## config.mk

```make
export PLATFORM = sky130hd
export DESIGN_NAME = riscv_multicycle_ctrl
export DESIGN_NICKNAME = d
export VERILOG_FILES = /design/src/rtl/riscv_multicycle_ctrl.sv
export SDC_FILE = /design/constraint.sdc
export NUM_CORES = 1
export LEC_CHECK = 0
export CORE_MARGIN = 2
export CORE_UTILIZATION = 41
export CTS_CLUSTER_DIAMETER = 150
export DETAILED_ROUTE_END_ITERATION = 7
export PLACE_DENSITY_LB_ADDON = 0.3
export SLEW_MARGIN = 10
export SYNTH_ARGS = -nofsm -noshare
export SYNTH_HDL_FRONTEND = slang
export SYNTH_SLANG_ARGS = --single-unit
```

## constraint.sdc

```tcl
create_clock -name clk -period 4.9 [get_ports clk]
set_clock_uncertainty 0.1 [all_clocks]
set_input_delay 0.49 -clock clk [delete_from_list [all_inputs] [get_ports clk]]
set_output_delay 0.49 -clock clk [all_outputs]
set_load 0.02 [all_outputs]
```

## src/rtl/riscv_multicycle_ctrl.sv

```systemverilog
// riscv_multicycle_ctrl
// Control FSM for a multicycle RV32I core with one shared instruction/data
// memory. Each instruction runs as fetch, decode, execute/memory and
// writeback. The block drives every datapath mux select and write enable.
//
// Ports:
//   clk, reset (async, active-low)
//   op, funct3, funct7b5 : instruction fields from the instruction register
//   Zero                 : ALU zero flag (qualifies beq)
//   mem_ready            : memory completed the current access this cycle
//   PCWrite, AdrSrc, MemWrite, IRWrite, ResultSrc, ALUSrcA, ALUSrcB,
//   ALUControl, ImmSrc, RegWrite : datapath controls
//   illegal              : sticky, set once an unsupported opcode is decoded
//   state                : current FSM state, for debug
//
// Handshake: in FETCH, MEMREAD and MEMWRITE the FSM holds its state and all
// its outputs until it samples mem_ready=1 on a rising clock edge. In every
// other state mem_ready is ignored.
module riscv_multicycle_ctrl #(
    parameter int STATE_W = 4
) (
    input  logic               clk,
    input  logic               reset,
    input  logic [6:0]         op,
    input  logic [2:0]         funct3,
    input  logic               funct7b5,
    input  logic               Zero,
    input  logic               mem_ready,
    output logic               PCWrite,
    output logic               AdrSrc,
    output logic               MemWrite,
    output logic               IRWrite,
    output logic [1:0]         ResultSrc,
    output logic [1:0]         ALUSrcA,
    output logic [1:0]         ALUSrcB,
    output logic [2:0]         ALUControl,
    output logic [1:0]         ImmSrc,
    output logic               RegWrite,
    output logic               illegal,
    output logic [STATE_W-1:0] state
);

    typedef enum logic [3:0] {
        S_FETCH    = 4'd0,
        S_DECODE   = 4'd1,
        S_MEMADR   = 4'd2,
        S_MEMREAD  = 4'd3,
        S_MEMWB    = 4'd4,
        S_MEMWRITE = 4'd5,
        S_EXECUTER = 4'd6,
        S_ALUWB    = 4'd7,
        S_EXECUTEI = 4'd8,
        S_JAL      = 4'd9,
        S_BEQ      = 4'd10,
        S_ILLEGAL  = 4'd11
    } state_t;

    typedef enum logic [1:0] {
        ALUOP_ADD   = 2'd0,
        ALUOP_SUB   = 2'd1,
        ALUOP_FUNCT = 2'd2
    } alu_op_t;

    localparam logic [6:0] OP_LOAD  = 7'b0000011;
    localparam logic [6:0] OP_STORE = 7'b0100011;
    localparam logic [6:0] OP_RTYPE = 7'b0110011;
    localparam logic [6:0] OP_ITYPE = 7'b0010011;
    localparam logic [6:0] OP_JAL   = 7'b1101111;
    localparam logic [6:0] OP_BEQ   = 7'b1100011;

    state_t  state_q, state_d;
    alu_op_t alu_op;
    logic    illegal_q;
    logic    pc_update, branch;
    logic    ir_write_raw, mem_write_raw, reg_write_raw;

    always_ff @(posedge clk or negedge reset) begin
        if (!reset) begin
            state_q   <= S_FETCH;
            illegal_q <= 1'b0;
        end else begin
            state_q <= state_d;
            if (state_d == S_ILLEGAL)
                illegal_q <= 1'b1;
        end
    end

    always_comb begin
        state_d       = state_q;
        pc_update     = 1'b0;
        branch        = 1'b0;
        ir_write_raw  = 1'b0;
        mem_write_raw = 1'b0;
        reg_write_raw = 1'b0;
        AdrSrc        = 1'b0;
        ResultSrc     = 2'b00;
        ALUSrcA       = 2'b00;
        ALUSrcB       = 2'b00;
        alu_op        = ALUOP_ADD;
        case (state_q)
            S_FETCH: begin
                ALUSrcB      = 2'b10;
                ResultSrc    = 2'b10;
                ir_write_raw = mem_ready;
                pc_update    = mem_ready;
                if (mem_ready)
                    state_d = S_DECODE;
            end
            S_DECODE: begin
                // Branch target PC_old + imm lands in ALUOut for BEQ.
                ALUSrcA = 2'b01;
                ALUSrcB = 2'b01;
                case (op)
                    OP_LOAD, OP_STORE: state_d = S_MEMADR;
                    OP_RTYPE:          state_d = S_EXECUTER;
                    OP_ITYPE:          state_d = S_EXECUTEI;
                    OP_JAL:            state_d = S_JAL;
                    OP_BEQ:            state_d = S_BEQ;
                    default:           state_d = S_ILLEGAL;
                endcase
            end
            S_MEMADR: begin
                ALUSrcA = 2'b10;
                ALUSrcB = 2'b01;
                state_d = (op == OP_LOAD) ? S_MEMREAD : S_MEMWRITE;
            end
            S_MEMREAD: begin
                AdrSrc = 1'b1;
                if (mem_ready)
                    state_d = S_MEMWB;
            end
            S_MEMWB: begin
                ResultSrc     = 2'b01;
                reg_write_raw = 1'b1;
                state_d       = S_FETCH;
            end
            S_MEMWRITE: begin
                AdrSrc        = 1'b1;
                mem_write_raw = 1'b1;
                if (mem_ready)
                    state_d = S_FETCH;
            end
            S_EXECUTER: begin
                ALUSrcA = 2'b10;
                alu_op  = ALUOP_FUNCT;
                state_d = S_ALUWB;
            end
            S_EXECUTEI: begin
                ALUSrcA = 2'b10;
                ALUSrcB = 2'b01;
                alu_op  = ALUOP_FUNCT;
                state_d = S_ALUWB;
            end
            S_ALUWB: begin
                reg_write_raw = 1'b1;
                state_d       = S_FETCH;
            end
            S_JAL: begin
                // rd <= old PC + 4 computed here; PC takes the target from ALUOut.
                ALUSrcA   = 2'b01;
                ALUSrcB   = 2'b10;
                pc_update = 1'b1;
                state_d   = S_ALUWB;
            end
            S_BEQ: begin
                ALUSrcA = 2'b10;
                alu_op  = ALUOP_SUB;
                branch  = 1'b1;
                state_d = S_FETCH;
            end
            S_ILLEGAL: state_d = S_ILLEGAL;
            default:   state_d = S_FETCH;
        endcase
    end

    always_comb begin
        ALUControl = 3'b000;
        case (alu_op)
            ALUOP_SUB: ALUControl = 3'b001;
            ALUOP_FUNCT: begin
                case (funct3)
                    // op[5] separates R-type from I-type so addi never subtracts.
                    3'b000:  ALUControl = (op[5] & funct7b5) ? 3'b001 : 3'b000;
                    3'b010:  ALUControl = 3'b101;
                    3'b110:  ALUControl = 3'b011;
                    3'b111:  ALUControl = 3'b010;
                    default: ALUControl = 3'b000;
                endcase
            end
            default: ALUControl = 3'b000;
        endcase
    end

    always_comb begin
        case (op)
            OP_STORE: ImmSrc = 2'b01;
            OP_BEQ:   ImmSrc = 2'b10;
            OP_JAL:   ImmSrc = 2'b11;
            default:  ImmSrc = 2'b00;
        endcase
    end

    // Enables are gated by reset so an in-flight write drops as soon as
    // reset asserts, independent of the clock.
    assign PCWrite  = reset & (pc_update | (branch & Zero));
    assign IRWrite  = reset & ir_write_raw;
    assign MemWrite = reset & mem_write_raw;
    assign RegWrite = reset & reg_write_raw;
    assign illegal  = illegal_q;
    assign state    = STATE_W'(state_q);

endmodule

```

Word level (Yosys, flattened, before mapping)
Index checks and enable logic that the tools add are counted.
Widths: inputs -> output; s select.
{ "totals": {"word_cells": 63, "register_bits": 5, "input_bits": 15} }
{ "classes": {"muxes": 20, "bitwise": 7, "reduce_logical": 11, "n_eq_ne": 23} }
{ "ops": {"columns": ["op", "count"], "rows": [
  ["$pmux 4 s7", 1],
  ["$eq 4x4->1 const B", 5],
  ["$pmux 4 s5", 1],
  ["$eq 4x3->1 const B", 4],
  ["$pmux 2 s2", 4],
  ["$eq 7x6->1 const B", 2],
  ["$eq 7x7->1 const B", 2],
  ["$mux 4", 3],
  ["$pmux 3 s4", 1],
  ["$reduce_or 2->1", 6],
  ["$eq 4x2->1 const B", 2],
  ["$eq 7x2->1 const B", 1],
  ["$eq 7x5->1 const B", 1],
  ["$and 1x1->1", 6],
  ["$eq 3x3->1 const B", 2],
  ["$mux 1", 6],
  ["$pmux 2 s3", 1],
  ["$pmux 3 s2", 1],
  ["$reduce_or 3->1", 2],
  ["$eq 4x1->1 const B", 1],
  ["$logic_not 4->1", 1],
  ["$reduce_or 4->1", 1],
  ["$eq 3x2->1 const B", 1],
  ["$logic_not 3->1", 1],
  ["5 further kinds", 5]
]} }

Longest topological paths before layout
Gate-level depths: netlist (run 1).
{ "logic_depth": {"ltp_word": 5, "depth_mapped": 8} }

Least setup slack after synthesis (run 1)
No wires, ideal clock.
{ "synth_path": {"path_type": "register -> output", "start": "reg state_q[3] (netlist: state[3])", "end": "out ALUControl[2]", "n_path_buf": 1, "required_time_ns": 4.310, "path_slack_ns": 2.043, "stages_incl_launch_ff": 7, "arrival_ns": 2.267, "path_cell_list": "dfrtp_1 buf_2 or2b_1 or2_2 a21oi_1 ha_1 nor4_1"} }
{ "synth_via": {"elab_chain_len": 5} }
{ "synth_rtl": {"columns": ["item", "line_no", "rtl"], "rows": [
  ["start, declared", "71", "state_t state_q, state_d;"],
  ["start signal, assigned", "82", "state_q <= state_d;"],
  ["$eq 4x4->1 / $eq 4x3->1 (equally long branches)", "100", "case (state_q)"],
  ["$reduce_or 2->1 (no source line)", null, null],
  ["$pmux 2 s2 (*)", "100", null],
  ["$eq 2x2->1 / $eq 2x1->1 (equally long branches)", "178", "case (alu_op)"],
  ["$pmux 3 s2 (*)", "178", null],
  ["end, declared", "36", "output logic [2:0] ALUControl,"]
]} }
Every way passes the cells marked *; elsewhere a longest branch is shown, timed or not.

Worst setup path in the final report (run 1)
Ends and elaborated chain as after synthesis.

==> reports/qor.csv, run 1 <==
metric,value,unit
status,"complete, no violations",
worst path cell trace,or2b_1 -> or2_2 -> a21oi_1 -> ha_1 -> nor4_1 -> clkdlybuf4s50_1,
"Req. time, crit path",4.31,ns
io pins,36,
Area contributors post-synth,"dfrtp_1, nor2_1, a21oi_1",
initial antenna violation count,0,
Comb pwr share,0.699,
Clock power frac,0.082,
pwr/cell area,543,nW/um^2
Fin. Hold Viols,0,
CP max stage delay,0.66,ns
post-CTS resize count,0,
number of global-route vias before repair,711,
Flop pwr share,0.218,
Starting Density,0.434,
Peak VDD IR,0.407,mV
Post CTS Setup Buffer Count,0,
Slew HR,0.633,
row count,14,
Fillers,129,
Final Setup Violations,0,
Synth Instances,95,
"Cell Area, Placed",1000,sq um
Setup CP Type,flop to primary output,
CP max-delay cell,clkdlybuf4s50_1,
DR WL/cell,12.9,microns
RSZ-0062 raised after global routing,no,
CP startpoint,state[3],
First DRT Iteration DRCs,4,
sequential share of the synthesized area,0.192,
CP Max Fanout,22,
area delta synth->final,57.7,%
HP Class,input port to asynchronous set/reset pin,
largest net degree at the start of global routing,23,
clock buffer depth,2,
CP Capture Type,primary output,
GRT overflow,0,
synthesized area,653,sq um
core box area,1510,sq um
ANT cells,0,
Post-DRT Antenna Nets,0,
Routed WL,1870,microns
DRC,0,
"commonest non-fill, non-tap cell in the layout",clkdlybuf4s50_1,
leakage power,0.000384,uW
GP Congestion,0.803,
Placed Cells incl. Taps,141,
post-layout util,0.684,
Final WS setup,1.51,ns
switching power,283,uW
final instance area,1030,sq um
Period minus WS final,3.39,ns
fmax,295,MHz
Yosys reg bits,5,
Worst-path clk slew,0.04,ns
fin crit share,0.693,
Slew Limit Fails,0,
max cap viols,0,
"Avg Cell Area, Syn",6.88,sq um
Via density,5.59,
Synth area leader,dfrtp_1,
ratio of cells with drive above 1 in the final layout,0.0620,
die extent in x,43.9,microns
iteration count of the initial detailed-routing pass,4,
most frequent cells in the layout,"clkdlybuf4s50_1, nor2_1, a21oi_1, o21ai_0, nor3_1",
Setup crit start kind,flop,
worst-margin pin slew,0.550,ns
Vias,811,
worst endpoint data arrival time,2.80,ns
die height,43.9,microns
Yosys top cell area share,0.192,
Total Routing Usage GR,0.203,
htree depth,1,
Skew-Pair Late Insertion Delay,0.24,ns
"non-filler cells, final",145,
first-pass GRT wire length,2990,microns
"Distinct cells, synth",36,
Mapped Nets,112,
root buf cell,clkbuf_4,
IO buf count,35,
Die Area,1930,sq um
hold buffers post-CTS,0,
CTS buffer count,3,
launching point of the worst reg2reg path,state[1],
P_int,277,uW
# nets final,147,
HPWL Detailed,1470,microns
Synth warnings,0,
setup slack at placement,1.77,ns
clk sinks,5,
setup total negative slack,0,ns
switching part of the total,0.505,
CTS tree,done,
## critical path: cells and delay by family, from the launching register on
kind                       cells  cell delay [ns]
and+or+nand+nor                3             0.85
DFF                            1             0.57
adders and majority gates      1             0.29
AOI/OAI and AO/OA              1             0.20
buffers and inverters          1             0.66
## final cells by class
| cell class | count | area, sq um | share of cell area |
|---|---|---|---|
| repair buffers | 35 | 350 | 0.340 |
| multi-input cells | 79 | 485 | 0.471 |
| inverters | 6 | 22.5 | 0.0219 |
| flip-flops and latches | 5 | 125 | 0.122 |
| clock buffers | 4 | 26.3 | 0.0255 |
| well taps | 16 | 20.0 | 0.0194 |
## sequential cells by signal, indices dropped and copies added, names as in the netlist
| signal | cells |
|---|---|
| illegal | 1 |
| state | 4 |
## logic make-up (layout without fill, tap and decap cells)
family	after synthesis	after routing	synth area share
buffers and inverters	11	45	0.0651
xor gates and xnor gates	1	1	0.0134
DFF	5	5	0.192
adders and majority gates	2	2	0.0383
and+or+nand+nor	52	52	0.475
AOI/OAI and AO/OA	24	24	0.217
## layer usage
metal	global-route usage	wire length [microns]
met1	0.253	807
met2	0.347	963
met3	0.0292	104
met4	0.0848	0
met5	0	0
## Yosys cell counts
cell	n
a211oi_1	1
a21oi_1	8
a22oi_1	1
a31o_1	1
a31oi_1	1
and3_1	1
and3b_1	1
buf_2	1
clkbuf_1	4
dfrtp_1	5
ha_1	2
inv_1	6
nand2_1	6
nand2b_1	3
nand2b_2	1
nand3_1	2
nand3b_1	3
nand4_1	1
nand4bb_4	1
nor2_1	13
nor2_2	1
nor2b_1	2
nor3_1	7
nor3b_1	2
nor4_1	2
nor4b_1	2
o211ai_1	1
o21ai_0	8
o221ai_1	1
o22ai_1	1
o31a_1	1
or2_2	1
or2b_1	1
or3_1	1
or4_4	1
xnor2_1	1
## per-stage QoR
step | hold slack [ns] | power, uW
2_1_floorplan | 0.0944 | 351
3_3_place_gp | 0.352 | 503
3_5_place_dp | 0.388 | 512
4_1_cts | 0.392 | 563
5_1_grt | 0.419 | 603
6_report | 0.395 | 560
## worst paths after layout
check | slack (ns) | cells after the start | endpoint
worst max-delay path | 1.51 | 6 | ALUControl[2]
worst min-delay path | 0.40 | 1 | illegal
worst max register to register | 2.84 | 5 | illegal
worst min register to register | 0.40 | 1 | illegal
max in group asynchronous | 4.09 | 1 | state[3]
min in group clk | 0.40 | 1 | illegal
## power by group through the flow
stage                     registers [uW]  clock network (uW)  logic [uW]
final                                122                46.1         391
after floorplan                     99.2                   0         252
after global routing                 130                48.4         424
after global placement               120                   0         383
after CTS                            121                49.1         393
after detailed placement             121                   0         391
Note: power is estimated with default switching activity, not from simulation.
==> inputs of run 2 (changes only) <==
--- a/config.mk
+++ b/config.mk
@@ -6,7 +6,7 @@
 export NUM_CORES = 1
 export LEC_CHECK = 0
 export CORE_MARGIN = 2
-export CORE_UTILIZATION = 41
+export CORE_UTILIZATION = 38
 export CTS_CLUSTER_DIAMETER = 150
 export DETAILED_ROUTE_END_ITERATION = 7
 export PLACE_DENSITY_LB_ADDON = 0.3
==> constraint.sdc (replaced) <==
create_clock -name clk -period 3.3 [get_ports clk]
set_clock_uncertainty 0.1 [all_clocks]
set_input_delay 0.33 -clock clk [delete_from_list [all_inputs] [get_ports clk]]
set_output_delay 0.33 -clock clk [all_outputs]
set_load 0.02 [all_outputs]
==> reports/qor.csv, run 2 (same netlist as run 1, synthesis figures left out) <==
metric,value,unit,change
Slew Limit Fails,0,,unchanged
HPWL Detailed,1390,microns,was 1470 microns
core box area,1560,sq um,was 1510 sq um
Slew HR,0.770,,was 0.633
leakage power,0.000406,uW,was 0.000384 uW
largest net degree at the start of global routing,22,,was 23
most frequent cells in the layout,"clkdlybuf4s50_1, nor2_1, a21oi_1, o21ai_0, nor3_1",,unchanged
Die Area,2070,sq um,was 1930 sq um
Final WS setup,0.329,ns,was 1.51 ns
ANT cells,0,,unchanged
hold buffers post-CTS,0,,unchanged
DR WL/cell,12.2,microns,was 12.9 microns
htree depth,1,,unchanged
DRC,0,,unchanged
area delta synth->final,62.5,%,was 57.7%
Setup crit start kind,flop,,unchanged
GP Congestion,0.799,,was 0.803
first-pass GRT wire length,2890,microns,was 2990 microns
reg-to-reg endpoint,illegal,,unchanged
CP Capture Type,primary output,,unchanged
Peak VDD IR,0.367,mV,was 0.407 mV
setup slack at placement,0.600,ns,was 1.77 ns
worst-margin pin slew,0.344,ns,was 0.550 ns
First DRT Iteration DRCs,24,,was 4
iteration count of the initial detailed-routing pass,4,,unchanged
die height,45.5,microns,was 43.9 microns
Starting Density,0.419,,was 0.434
CP startpoint,state[1],,was state[3]
post-CTS resize count,0,,unchanged
pwr/cell area,814,nW/um^2,was 543 nW/um^2
die extent in x,45.5,microns,was 43.9 microns
number of global-route vias before repair,720,,was 711
Vias,845,,was 811
RSZ-0062 raised after global routing,no,,unchanged
Total Routing Usage GR,0.194,,was 0.203
ratio of cells with drive above 1 in the final layout,0.0977,,was 0.0620
# nets final,151,,was 147
Register-to-Register Path Depth,6,,was 5
"commonest non-fill, non-tap cell in the layout",clkdlybuf4s50_1,,unchanged
CTS buffer count,3,,unchanged
row count,14,,unchanged
Final Setup Violations,0,,unchanged
CP max-delay cell,clkdlybuf4s50_1,,unchanged
status,"complete, no violations",,unchanged
Fillers,141,,was 129
root buf cell,clkbuf_4,,unchanged
worst endpoint data arrival time,2.54,ns,was 2.80 ns
"Req. time, crit path",2.87,ns,was 4.31 ns
CP max stage delay,0.65,ns,was 0.66 ns
max reg flops,4,,unchanged
max cap viols,0,,unchanged
clk sinks,5,,unchanged
CTS tree,done,,unchanged
initial antenna violation count,0,,unchanged
io pins,36,,unchanged
GRT overflow,0,,unchanged
worst path cell trace,buf_4 -> nor2b_1 -> nand3_1 -> ha_1 -> nor4_1 -> clkdlybuf4s50_1,,was or2b_1 -> or2_2 -> a21oi_1 -> ha_1 -> nor4_1 -> clkdlybuf4s50_1
Skew-Pair Late Insertion Delay,0.26,ns,was 0.24 ns
Fin. Hold Viols,0,,unchanged
Period minus WS final,2.97,ns,
fin crit share,0.900,,
Post CTS Setup Buffer Count,0,,unchanged
CP Max Fanout,15,,was 22
Post-DRT Antenna Nets,0,,unchanged
Setup CP Type,flop to primary output,,unchanged
Power Total,863,uW,was 560 uW
fmax,337,MHz,
Via density,5.67,,was 5.59
launching point of the worst reg2reg path,state[1],,unchanged
Worst-path clk slew,0.05,ns,was 0.04 ns
IO buf count,35,,unchanged
R2R Setup Slk,1.37,ns,was 2.84 ns
Routed WL,1820,microns,was 1870 microns
clock buffer depth,2,,unchanged
setup total negative slack,0,ns,unchanged
HP Class,input port to asynchronous set/reset pin,,unchanged
-- run 2: cell types whose count changed in the layout (fill, tap and decap cells not counted) --
cell	change
buf_4	+4
clkbuf_1	-1
clkinv_2	+1
-- run 2: how the worst max path moves through the flow --
stage	to	slack, ns	cells after the start
final	ALUControl[2]	0.33	6
after global routing	ALUControl[2]	0.20	6
after CTS	ALUControl[2]	0.30	6
after detailed placement	ALUControl[2]	0.60	6
after global placement	ALUControl[2]	0.66	6
after floorplan	ALUControl[2]	0.60	6
-- run 2: cell type report --
class / count / area (sq um) / area share
tap: 16 / 20.0 / 0.0189
sequential: 5 / 125 / 0.118
clock inverter: 1 / 5.00 / 0.00472
timing repair buffer: 39 / 380 / 0.358
clock buffer: 3 / 22.5 / 0.0212
inverter: 6 / 22.5 / 0.0212
multi-input combinational: 79 / 485 / 0.458
-- run 2: metal layers --
layer | vias up | track usage | routed length [microns] | part of all wire
li1 | 421 | - | - | -
met1 | 375 | 0.221 | 772 | 0.42
met2 | 46 | 0.318 | 865 | 0.47
met3 | 3 | 0.0476 | 154 | 0.085
met4 | 0 | 0.124 | 30 | 0.016
met5 | - | 0 | 0 | 0
-- run 2: where the power goes --
| group | internal (uW) | total [uW] | switching [uW] |
|---|---|---|---|
| logic | 307 | 689 | 382 |
| clock network | 44.1 | 74.2 | 30.0 |
| registers | 88.0 | 100 | 12.3 |
-- run 2: stage by stage --
step	hold WS (ns)	area (sq um)	util	std cells
global placement	0.350	1030	0.663	145
global route	0.272	1060	0.681	149
finish	0.242	1060	0.681	149
CTS	0.246	1060	0.681	149
floorplan	-0.0656	653	-	95
detailed placement	0.364	1030	0.663	145
-- run 2: critical path: cells and delay by family, from the launching register on --
kind	cells	cell delay [ns]
flip-flops	1	0.34
adder cells (fa/ha/maj)	1	0.35
AND/OR/NAND/NOR	3	0.74
buffers and inverters	2	0.85
==> inputs of run 3 (changes only) <==
--- a/config.mk
+++ b/config.mk
@@ -9,6 +9,7 @@
 export CORE_UTILIZATION = 38
 export CTS_CLUSTER_DIAMETER = 150
 export DETAILED_ROUTE_END_ITERATION = 7
+export MAX_ROUTING_LAYER = met4
 export PLACE_DENSITY_LB_ADDON = 0.3
 export SLEW_MARGIN = 10
 export SYNTH_ARGS = -nofsm -noshare
==> reports/qor.csv, run 3 (same netlist as run 1, synthesis figures left out) <==
metric,value,unit,change
Starting Density,0.419,,unchanged
max cap viols,0,,unchanged
core box area,1560,sq um,unchanged
iteration count of the initial detailed-routing pass,4,,unchanged
CTS tree,done,,unchanged
root buf cell,clkbuf_4,,unchanged
largest net degree at the start of global routing,22,,unchanged
Peak VDD IR,0.367,mV,about the same
row count,14,,unchanged
CP max-delay cell,clkdlybuf4s50_1,,unchanged
"non-filler cells, final",149,,unchanged
htree depth,1,,unchanged
Slew HR,0.770,,unchanged
CP max stage delay,0.65,ns,about the same
IO buf count,35,,unchanged
"commonest non-fill, non-tap cell in the layout",clkdlybuf4s50_1,,unchanged
Worst-path clk slew,0.05,ns,about the same
Setup CP Type,flop to primary output,,unchanged
DRC,0,,unchanged
initial antenna violation count,0,,unchanged
ANT cells,0,,unchanged
die extent in x,45.5,microns,unchanged
worst endpoint data arrival time,2.54,ns,about the same
"Req. time, crit path",2.87,ns,about the same
most frequent cells in the layout,"clkdlybuf4s50_1, nor2_1, a21oi_1, o21ai_0, nor3_1",,unchanged
crit path buf inv count,2,,unchanged
First DRT Iteration DRCs,24,,unchanged
Placed Cells incl. Taps,145,,unchanged
first-pass GRT wire length,2890,microns,unchanged
leakage power,0.000406,uW,unchanged
worst path cell trace,buf_4 -> nor2b_1 -> nand3_1 -> ha_1 -> nor4_1 -> clkdlybuf4s50_1,,unchanged
HPWL Detailed,1390,microns,unchanged
pwr/cell area,814,nW/um^2,about the same
area delta synth->final,62.5,%,unchanged
Multi-input gate area,485,sq um,unchanged
RSZ-0062 raised after global routing,no,,unchanged
GRT overflow,0,,unchanged
HP Class,input port to asynchronous set/reset pin,,unchanged
CP Max Fanout,15,,unchanged
Die Area,2070,sq um,unchanged
max reg flops,4,,unchanged
ratio of cells with drive above 1 in the final layout,0.0977,,unchanged
register area,125,sq um,unchanged
clk sinks,5,,unchanged
Final Setup Violations,0,,unchanged
Fin. Hold Viols,0,,unchanged
Skew-Pair Late Insertion Delay,0.26,ns,about the same
Total Routing Usage GR,0.199,,was 0.194
Vias,845,,unchanged
DR WL/cell,12.2,microns,about the same
Post-DRT Antenna Nets,0,,unchanged
setup slack at placement,0.600,ns,unchanged
die height,45.5,microns,unchanged
# nets final,151,,unchanged
Slew Limit Fails,0,,unchanged
worst-margin pin slew,0.344,ns,unchanged
final instance area,1060,sq um,unchanged
Via density,5.67,,unchanged
setup total negative slack,0,ns,unchanged
Routed WL,1820,microns,about the same
"CP delay by family, top",buffers and inverters,,unchanged
Post CTS Setup Buffer Count,0,,unchanged
post-CTS resize count,0,,unchanged
hold buffers post-CTS,0,,unchanged
io pins,36,,unchanged
clock buffer depth,2,,unchanged
Period minus WS final,2.97,ns,about the same
fmax,337,MHz,about the same
GP Congestion,0.810,,was 0.799
number of global-route vias before repair,720,,unchanged
status,"complete, no violations",,unchanged
CP Capture Type,primary output,,unchanged
Setup crit start kind,flop,,unchanged
"Cell Area, Placed",1030,sq um,unchanged
Final WS setup,0.329,ns,about the same
Fillers,141,,unchanged
fin crit share,0.900,,about the same
CTS buffer count,3,,unchanged
-- run 3: cell counts in the layout (fill, tap and decap cells not counted) --
No cell type changed its count.
-- run 3: metal layers --
| layer | global-route usage | part of all wire |
|---|---|---|
| met5 | - | 0 |
| met1 | 0.224 | 0.43 |
| met2 | 0.318 | 0.47 |
| met3 | 0.0437 | 0.082 |
| met4 | 0.124 | 0.016 |
-- run 3: through the flow --
stage,utilization,total power (uW),hold slack [ns]
3_5_place_dp,0.663,787,0.364
5_1_grt,0.681,925,0.272
3_3_place_gp,0.663,776,0.350
2_1_floorplan,-,522,-0.0656
6_report,0.681,863,0.242
4_1_cts,0.681,863,0.246
-- run 3: cell type report --
type                    count  area share
clock inverters             1     0.00472
multi-input cells          79       0.458
flip-flops and latches      5       0.118
well taps                  16      0.0189
repair buffers             39       0.358
inverters                   6      0.0212
clock buffers               3      0.0212
-- run 3: where the power goes --
part           internal, uW  switching (uW)
combinational           307             382
clock                  44.1            30.0
sequential             88.0            12.3
-- run 3: worst paths after layout --
| path | start | to | slack [ns] | depth (start not counted) |
|---|---|---|---|---|
| min reg2reg | illegal | illegal | 0.37 | 1 |
| min in group clk | illegal | illegal | 0.37 | 1 |
| max in group asynchronous | reset | state[2] | 2.60 | 1 |
| max reg2reg | state[1] | illegal | 1.37 | 6 |
| min | reset | state[0] | 0.24 | 1 |
| max | state[1] | ALUControl[2] | 0.33 | 6 |
-- run 3: worst register-to-register path: cells and delay by family, from the launching register on --
kind	cells	cell delay (ns)
AO/OA/AOI/OAI	2	0.27
buffers and inverters	1	0.20
flip-flops	1	0.34
AND/OR/NAND/NOR	3	0.91
